**src/rtl/urx_pkg.sv**
```systemverilog
// Shared types and constants for the UART register-command receiver.
// Bit-FSM states, frame byte indices and the command module ID.
package urx_pkg;

   typedef enum logic [2:0] {
      ST_IDLE,
      ST_START,
      ST_DATA,
      ST_PARITY,
      ST_STOP,
      ST_WAIT_HI
   } urx_state_e;

   localparam int unsigned URX_FRAME_LEN = 4;
   localparam logic [6:0]  URX_MOD_ID    = 7'h02;

   localparam logic [1:0] IDX_CMD    = 2'd0;
   localparam logic [1:0] IDX_ADDR_H = 2'd1;
   localparam logic [1:0] IDX_ADDR_L = 2'd2;
   localparam logic [1:0] IDX_DATA   = 2'(URX_FRAME_LEN - 1);

   function automatic logic cmd_ok(input logic [7:0] cmd);
      return cmd[6:0] == URX_MOD_ID;
   endfunction

endpackage

```
**src/rtl/urx_byte.sv**
```systemverilog
// UART byte receiver: 2-FF synchronizer, baud counter and bit FSM (8N1).
// Define URX_PARITY_EN to expect an even-parity bit between bit7 and stop.
module urx_byte
   import urx_pkg::*;
#(
   parameter int unsigned BAUD_DIV = 868
) (
   input  logic       clk_sys,
   input  logic       rst_n,
   input  logic       uart_rx,
   output logic       byte_vld,
   output logic [7:0] byte_data,
   output logic       byte_err,
   output logic       rx_busy
);

   localparam logic [15:0] DIV_M1  = 16'(BAUD_DIV - 1);
   localparam logic [15:0] HALF_M1 = 16'(BAUD_DIV / 2 - 1);

   logic [1:0]  sync_q;
   logic        rx_s;
   urx_state_e  state_q, state_d;
   logic [15:0] cnt_q, cnt_d;
   logic [2:0]  bit_q, bit_d;
   logic [7:0]  shift_q, shift_d;
   logic        vld_d, err_d;
   logic        stop_ok;
`ifdef URX_PARITY_EN
   logic        par_q, par_d;
`endif

   assign rx_s      = sync_q[1];
   assign byte_data = shift_q;
   assign rx_busy   = (state_q != ST_IDLE);

`ifdef URX_PARITY_EN
   assign stop_ok = rx_s && (par_q == ^shift_q);
`else
   assign stop_ok = rx_s;
`endif

   always_ff @(posedge clk_sys or negedge rst_n) begin
      if (!rst_n) begin
         sync_q   <= '1;
         state_q  <= ST_IDLE;
         cnt_q    <= '0;
         bit_q    <= '0;
         shift_q  <= '0;
         byte_vld <= 1'b0;
         byte_err <= 1'b0;
`ifdef URX_PARITY_EN
         par_q    <= 1'b0;
`endif
      end else begin
         sync_q   <= {sync_q[0], uart_rx};
         state_q  <= state_d;
         cnt_q    <= cnt_d;
         bit_q    <= bit_d;
         shift_q  <= shift_d;
         byte_vld <= vld_d;
         byte_err <= err_d;
`ifdef URX_PARITY_EN
         par_q    <= par_d;
`endif
      end
   end

   always_comb begin
      state_d = state_q;
      cnt_d   = cnt_q + 16'd1;
      bit_d   = bit_q;
      shift_d = shift_q;
      vld_d   = 1'b0;
      err_d   = 1'b0;
`ifdef URX_PARITY_EN
      par_d   = par_q;
`endif
      unique case (state_q)
         ST_IDLE: begin
            cnt_d = '0;
            if (!rx_s) state_d = ST_START;
         end
         // Half-bit recheck rejects glitches and centres every later sample.
         ST_START: begin
            if (cnt_q == HALF_M1) begin
               cnt_d   = '0;
               bit_d   = '0;
               state_d = rx_s ? ST_IDLE : ST_DATA;
            end
         end
         ST_DATA: begin
            if (cnt_q == DIV_M1) begin
               cnt_d   = '0;
               shift_d = {rx_s, shift_q[7:1]};
               bit_d   = bit_q + 3'd1;
               if (bit_q == 3'd7) begin
`ifdef URX_PARITY_EN
                  state_d = ST_PARITY;
`else
                  state_d = ST_STOP;
`endif
               end
            end
         end
`ifdef URX_PARITY_EN
         ST_PARITY: begin
            if (cnt_q == DIV_M1) begin
               cnt_d   = '0;
               par_d   = rx_s;
               state_d = ST_STOP;
            end
         end
`endif
         ST_STOP: begin
            if (cnt_q == DIV_M1) begin
               cnt_d = '0;
               if (stop_ok) begin
                  vld_d   = 1'b1;
                  state_d = ST_IDLE;
               end else begin
                  err_d   = 1'b1;
                  state_d = ST_WAIT_HI;
               end
            end
         end
         ST_WAIT_HI: begin
            cnt_d = '0;
            if (rx_s) state_d = ST_IDLE;
         end
         default: begin
            cnt_d   = '0;
            state_d = ST_IDLE;
         end
      endcase
   end

endmodule

```
**src/rtl/urx_cmd.sv**
```systemverilog
// UART register-command decoder: assembles CMD/ADDR_H/ADDR_L/DATA frames into
// cfg_wr/cfg_rd strobes, with an inter-byte gap timeout. Option: URX_PARITY_EN.
module urx_cmd
   import urx_pkg::*;
#(
   parameter int unsigned BAUD_DIV = 868,
   parameter int unsigned GAP_BITS = 16
) (
   input  logic        clk_sys,
   input  logic        rst_n,
   input  logic        uart_rx,
   output logic        cfg_wr,
   output logic        cfg_rd,
   output logic [15:0] cfg_addr,
   output logic [7:0]  cfg_wdata,
   output logic        err_frm,
   output logic        err_cmd
);

   localparam logic [31:0] GAP_LIMIT = 32'(GAP_BITS * BAUD_DIV);

   logic        byte_vld, byte_err, rx_busy;
   logic [7:0]  byte_data;
   logic [1:0]  idx_q;
   logic        is_wr_q;
   logic [7:0]  addr_h_q, addr_l_q;
   logic [31:0] gap_q;

   urx_byte #(
      .BAUD_DIV (BAUD_DIV)
   ) u_byte (
      .clk_sys   (clk_sys),
      .rst_n     (rst_n),
      .uart_rx   (uart_rx),
      .byte_vld  (byte_vld),
      .byte_data (byte_data),
      .byte_err  (byte_err),
      .rx_busy   (rx_busy)
   );

   always_ff @(posedge clk_sys or negedge rst_n) begin
      if (!rst_n) begin
         cfg_wr    <= 1'b0;
         cfg_rd    <= 1'b0;
         cfg_addr  <= '0;
         cfg_wdata <= '0;
         err_frm   <= 1'b0;
         err_cmd   <= 1'b0;
         idx_q     <= IDX_CMD;
         is_wr_q   <= 1'b0;
         addr_h_q  <= '0;
         addr_l_q  <= '0;
         gap_q     <= '0;
      end else begin
         cfg_wr  <= 1'b0;
         cfg_rd  <= 1'b0;
         err_frm <= 1'b0;
         err_cmd <= 1'b0;
         if (byte_err) begin
            err_frm <= 1'b1;
            idx_q   <= IDX_CMD;
         end else if (byte_vld) begin
            gap_q <= '0;
            case (idx_q)
               IDX_CMD: begin
                  if (cmd_ok(byte_data)) begin
                     is_wr_q <= byte_data[7];
                     idx_q   <= IDX_ADDR_H;
                  end else begin
                     err_cmd <= 1'b1;
                  end
               end
               IDX_ADDR_H: begin
                  addr_h_q <= byte_data;
                  idx_q    <= IDX_ADDR_L;
               end
               IDX_ADDR_L: begin
                  addr_l_q <= byte_data;
                  idx_q    <= IDX_DATA;
               end
               default: begin
                  cfg_wr   <= is_wr_q;
                  cfg_rd   <= !is_wr_q;
                  cfg_addr <= {addr_h_q, addr_l_q};
                  if (is_wr_q) cfg_wdata <= byte_data;
                  idx_q    <= IDX_CMD;
               end
            endcase
         // Gap timer runs only while the line is idle between bytes of a frame.
         end else if (idx_q != IDX_CMD && !rx_busy) begin
            if (gap_q >= GAP_LIMIT) idx_q <= IDX_CMD;
            else                    gap_q <= gap_q + 32'd1;
         end
      end
   end

endmodule

```
**config.mk**
```make
export PLATFORM = sky130hd
export DESIGN_NAME = urx_cmd
export DESIGN_NICKNAME = d
export VERILOG_FILES = /design/src/rtl/urx_pkg.sv /design/src/rtl/urx_byte.sv /design/src/rtl/urx_cmd.sv
export SDC_FILE = /design/constraint.sdc
export NUM_CORES = 1
export LEC_CHECK = 0
export ABC_AREA = 0
export BUFFER_PORTS_ARGS = -buffer_cell sky130_fd_sc_hd__buf_2
export CORE_MARGIN = 4
export CORE_UTILIZATION = 67
export CTS_BUF_LIST = sky130_fd_sc_hd__clkbuf_8
export DETAILED_ROUTE_END_ITERATION = 6
export HOLD_SLACK_MARGIN = 0.15
export PLACE_DENSITY = 0.84
export SLEW_MARGIN = 20
export SYNTH_ARGS = -nofsm -noshare
export SYNTH_HDL_FRONTEND = slang
export SYNTH_SLANG_ARGS = --single-unit
```
**constraint.sdc**
```tcl
create_clock -name clk_sys -period 5.3 [get_ports clk_sys]
set_clock_uncertainty 0.2 [all_clocks]
set_input_delay 1.06 -clock clk_sys [delete_from_list [all_inputs] [get_ports clk_sys]]
set_output_delay 1.06 -clock clk_sys [all_outputs]
set_load 0.03 [all_outputs]
```
Word-level counts from Yosys, hierarchy flattened:

Cells that the tools add are included.

* add/sub/neg operators: 3
* mux-type cells: 41
* reduce and logical (&&, ||, !) cells: 23
* magnitude comparators: 1
* equal/unequal tests: 18
* bitwise operators: 2

Operators by type and width (number)
* two-way mux 32 bit: 3
* adder 32 x 1 -> 32 bit, second input constant: 1
* greater-or-equal comparator 32 x 14 -> 1 bit, second input constant: 1
* two-way mux 16 bit: 2
* one-hot mux 16 bit (2 select lines): 1
* two-way mux 3 bit: 9
* AND reduction 3 bit: 6
* two-way mux 1 bit: 17
* adder 16 x 1 -> 16 bit, second input constant: 1
* equality test 16 x 10 -> 1 bit, second input constant: 1
* equality test 16 x 9 -> 1 bit, second input constant: 1
* one-hot mux 3 bit (5 select lines): 1
* two-way mux 2 bit: 6
* != test 2 x 1 -> 1 bit, second input constant: 6
* equality test 3 bit, second input constant: 3
* nonzero test 3 bit: 3
* AND reduction 4 bit: 2
* equality test 7 x 2 -> 1 bit, second input constant: 1
* one-hot mux 2 bit (3 select lines): 1
* one-hot mux 3 bit (2 select lines): 1
* AND reduction 6 bit: 1
* nonzero test 2 bit: 3
* != test 4 bit, second input constant: 1
* adder 3 x 1 -> 3 bit, second input constant: 1
* other kinds (13): 15

* bits of input ports: 3
* register bits: 113
* logic and storage cells: 106

Logic depth before layout (Yosys ltp):

* depth after elaboration: 6
* mapped depth: 8
* gate-level depth less buffers: 7

Cells and area by module:

From an unflattened synthesis, not the netlist that was laid out.

* cell total of the unflattened synthesis: 392
* area total of the unflattened synthesis: 4842.1 sq um

By module, submodules not included
* urx_cmd: instances 1, sequential area each 1976.9 sq um, cells each 248, area each 3218.1 sq um
* urx_byte: instances 1, sequential area each 853.3 sq um, cells each 144, area each 1624.1 sq um

Worst setup path after synthesis:

OpenSTA, ideal clock, no wires.

* path type: register -> register
* start: reg idx_q[0]
* end: reg gap_q[5]
* slack: 3.031 ns
* cell stages (with the launch flop): 8
* period minus slack after synthesis: 2.269 ns
* setup time: 0.078 ns
* arrival: 1.991 ns
* data required time: 5.022 ns
* buffers on the path: 0
* cell sequence: dfrtp_1 > inv_1 > ha_1 > or4_4 > nor2_4 > nand4_4 > or4_1 > a21oi_1

* word-level cells in the longest chain between the ends: 4

Ends and longest elaborated chain
* start, declared: line urx_cmd.sv:24 `logic [1:0] idx_q;`
* start signal, assigned: line urx_cmd.sv:49 `idx_q <= IDX_CMD;`
* start signal, assigned: line urx_cmd.sv:61 `idx_q <= IDX_CMD;`
* start signal, assigned: line urx_cmd.sv:68 `idx_q <= IDX_ADDR_H;`
* nonzero test 2 bit: line urx_cmd.sv:90 `end else if (idx_q != IDX_CMD && !rx_busy) begin`
* logical AND 1 bit: line urx_cmd.sv:90
* nonzero test 2 bit (no source line)
* AND reduction 3 bit (no source line)
* end signal, assigned: line urx_cmd.sv:92 `else gap_q <= gap_q + 32'd1;`
* end, declared: line urx_cmd.sv:27 `logic [31:0] gap_q;`

No other way between the ends.
A chain may end at the register's enable or synchronous reset.

Final worst setup path:

* start: reg u_byte.byte_err
* end: reg cfg_addr[10]

* word-level cells in the longest chain between the ends: 2

Ends and longest elaborated chain
* start, declared: line urx_byte.sv:13 `output logic byte_err,`
* start signal, assigned: line urx_byte.sv:61 `byte_err <= err_d;`
* inverter 1 bit (no source line)
* AND reduction 3 bit (no source line)
* end signal, assigned: line urx_cmd.sv:84 `cfg_addr <= {addr_h_q, addr_l_q};`
* end, declared: line urx_cmd.sv:14 `output logic [15:0] cfg_addr,`

No other way between the ends.

==> metrics.txt <==
area added between synthesis and finish=13.75%; Max Cap Viol=0; largest net degree at the start of global routing=88; total gr overflow=0; first-pass GRT wire length=16110 um; Pleak=0.002772 uW; initial core utilization=0.7022; Post-CTS Resized=0; Setup Crit Path Kind=reg -> reg; Non-Filler Instances=548; CTS max path bufs=2; Core Area=0.006907 mm2; number of fillers in the final layout=428; highest metal used=met4; fmax=349.0 MHz; Die H=93.08 um; Worst Path Max Fanout=17; DR iter-0 viols=144; # clock sinks=113; setup slack, reg-to-reg=2.43 ns; CTS tree=built; placed cell count=516; M1 WL=3965 um; leading cell type in the layout, fill and taps excluded=dfrtp_1; vias in the first global route=3336; Slew @ Worst Pin=1.065 ns; pins over their slew limit=0; setup ws final=2.435 ns; final setup fails=0; worst skew pair latency=0.41 ns; CP arrival=2.96 ns; PD cells=325.9 mW/mm2; Synthesis Warnings=0; hold path start=u_byte.sync_q[0]$_DFF_PN1_; post-synthesis cell type count=49; die area=0.008664 mm2; Min-Delay Endpoint=u_byte.sync_q[1]$_DFF_PN1_; WP data required=5.40 ns; post-layout instance area=0.005517 mm2; Final Wtd Congestion=0.8404; clock-pin slew on the worst setup and hold paths=0.08 ns; Post-synth ARST share=1.000; Ant. Diodes=0; post-route minimum period=2.865 ns; Fin Hold WS=0.1606 ns; hold crit path type=reg -> reg; IO Count=31; WL final=9300 um; register bit total from synthesis=113; unrepaired setup endpoints after global routing=false; Total Neg Setup Slack=0 ns; wire length on met3=351 um; worst hold path depth=0; FF-to-FF Start=u_byte.byte_err$_DFF_PN0_; Yosys top cell area share=0.5728; Synth Instances=402; cts-stage hold buffer count=0; Worst Setup Start Kind=flop; die width=93.08 um; synthesized area=0.004850 mm2; met2 wire length=4840 um; Post-synth EDFFs=0; synthesized area per cell=12.06 um2; slowest stage cell, crit path=nor2_1; hpwl dp=5700 um; Post-CTS Setup Bufs=0; Max-Slew Margin vs Limit=0.2876; crit path capture type=flop; crit share post-route=0.5406; Fin. Hold Viols=0; CP delay by family, top=simple AND/OR/NAND/NOR gates; Pre-antenna DRT Iters=4; crit-path max cell delay=0.86 ns; DR vias/cell=5.953; Final nets=452; Setup Slack @ Placement=2.503 ns; VDD IR max=0.2939 mV; top cells by area, synth=dfrtp_1 57%, mux2_2 11%, and2_1 2.6%; R2R depth=3; # rows=30; GRT Util Overall=0.2400; Wirelength per Cell=16.97 um; register area share after synthesis=0.5836; DRC errors left=0; layout cells sized above 1=0.2765; RR Endpoint=cfg_addr[10]$_DFFE_PN0P_; CTS buffer count=17; Buffers on Ports=30; CP cell instances=nor2_1 -> nand2_1 -> mux2_2; Buf+Inv Stages, Crit Path=0; initial antenna violation count=0; Antenna Nets Post-Route=0; via count=3262; Most used DFF post-synth=dfrtp_1; Root Buffer=clkbuf_8; area leader, netlist=dfrtp_1; most frequent cells in the layout=111 x dfrtp_1, 48 x mux2_2, 31 x nor2_1, 29 x buf_2, 27 x nand2_1; Mapped Nets=415; status=completed; # H-tree levels=4; Placed Instance Area=0.005059 mm2
## power by group
part / total [uW] / internal (uW) / switching, uW
sequential: 864 / 863 / 0.824
clock: 916 / 529 / 387
combinational: 17.7 / 1.68 / 16.0
## sequential cells by signal, indices dropped and copies added, names as in the netlist
register          flops
cfg_addr             16
u_byte.byte_vld       1
u_byte.sync_q         2
u_byte.cnt_q         16
idx_q                 2
u_byte.state_q        3
u_byte.byte_data      8
gap_q                32
cfg_rd                1
addr_l_q              8
u_byte.bit_q          3
cfg_wr                1
err_cmd               1
addr_h_q              8
u_byte.byte_err       1
cfg_wdata             8
is_wr_q               1
err_frm               1
## per-stage QoR
step                power [uW]  utilization
finish                    1798       0.7987
global route              1862       0.7987
CTS                       1816       0.7982
detailed placement       899.0       0.7324
global placement         898.8       0.7324
floorplan                881.1            -
## area by class of cell
type / count / area [um2] / share of cell area
tap: 96 / 120.1 / 0.02177
clock buffer: 17 / 234.0 / 0.04241
inverter: 9 / 33.78 / 0.006124
sequential: 113 / 2830 / 0.5130
timing repair buffer: 31 / 163.9 / 0.02971
multi-input combinational: 267 / 1914 / 0.3470
clock inverter: 15 / 220.2 / 0.03992
## how the worst max path moves through the flow
stage / from / endpoint / slack [ns] / cells after the start
final: u_byte.byte_err$_DFF_PN0_ / cfg_addr[10]$_DFFE_PN0P_ / 2.43 / 3
after global placement: u_byte.byte_err$_DFF_PN0_ / cfg_addr[15]$_DFFE_PN0P_ / 2.61 / 3
after CTS: u_byte.byte_err$_DFF_PN0_ / cfg_addr[10]$_DFFE_PN0P_ / 2.45 / 3
after detailed placement: u_byte.byte_err$_DFF_PN0_ / cfg_addr[12]$_DFFE_PN0P_ / 2.50 / 3
after global routing: u_byte.byte_err$_DFF_PN0_ / cfg_addr[10]$_DFFE_PN0P_ / 2.22 / 3
after floorplan: idx_q[0]$_DFFE_PN0P_ / gap_q[5]$_DFFE_PN0P_ / 3.03 / 7
## layer usage
metal  track usage  vias up
met4       0.09768        0
li1              -     1502
met2        0.4061       75
met3       0.05792       19
met5             0        -
met1        0.2972     1666
## cells in the mapped netlist (all sizes together) (2+ instances only)
cell type	number
a21oi	16
and2	20
and3	4
and4	4
buf	6
clkbuf	7
dfrtp	111
dfstp	2
ha	10
inv	9
mux2	48
mux2i	3
nand2	28
nand2b	2
nand3	21
nand3b	3
nand4	7
nand4b	2
nor2	32
nor3	5
nor4	6
o21ai	14
or3	10
or4	5
xnor2	4
xor2	8
## kinds of logic after synthesis
kind of cell               share of synthesized area
muxes                                         0.1176
adders and majority gates                    0.02580
xor gates and xnor gates                     0.02167
and+or+nand+nor                               0.1744
AOI/OAI and AO/OA                            0.05522
DFF                                           0.5836
buffers and inverters                        0.02167
(Power assumes the default switching activity.)
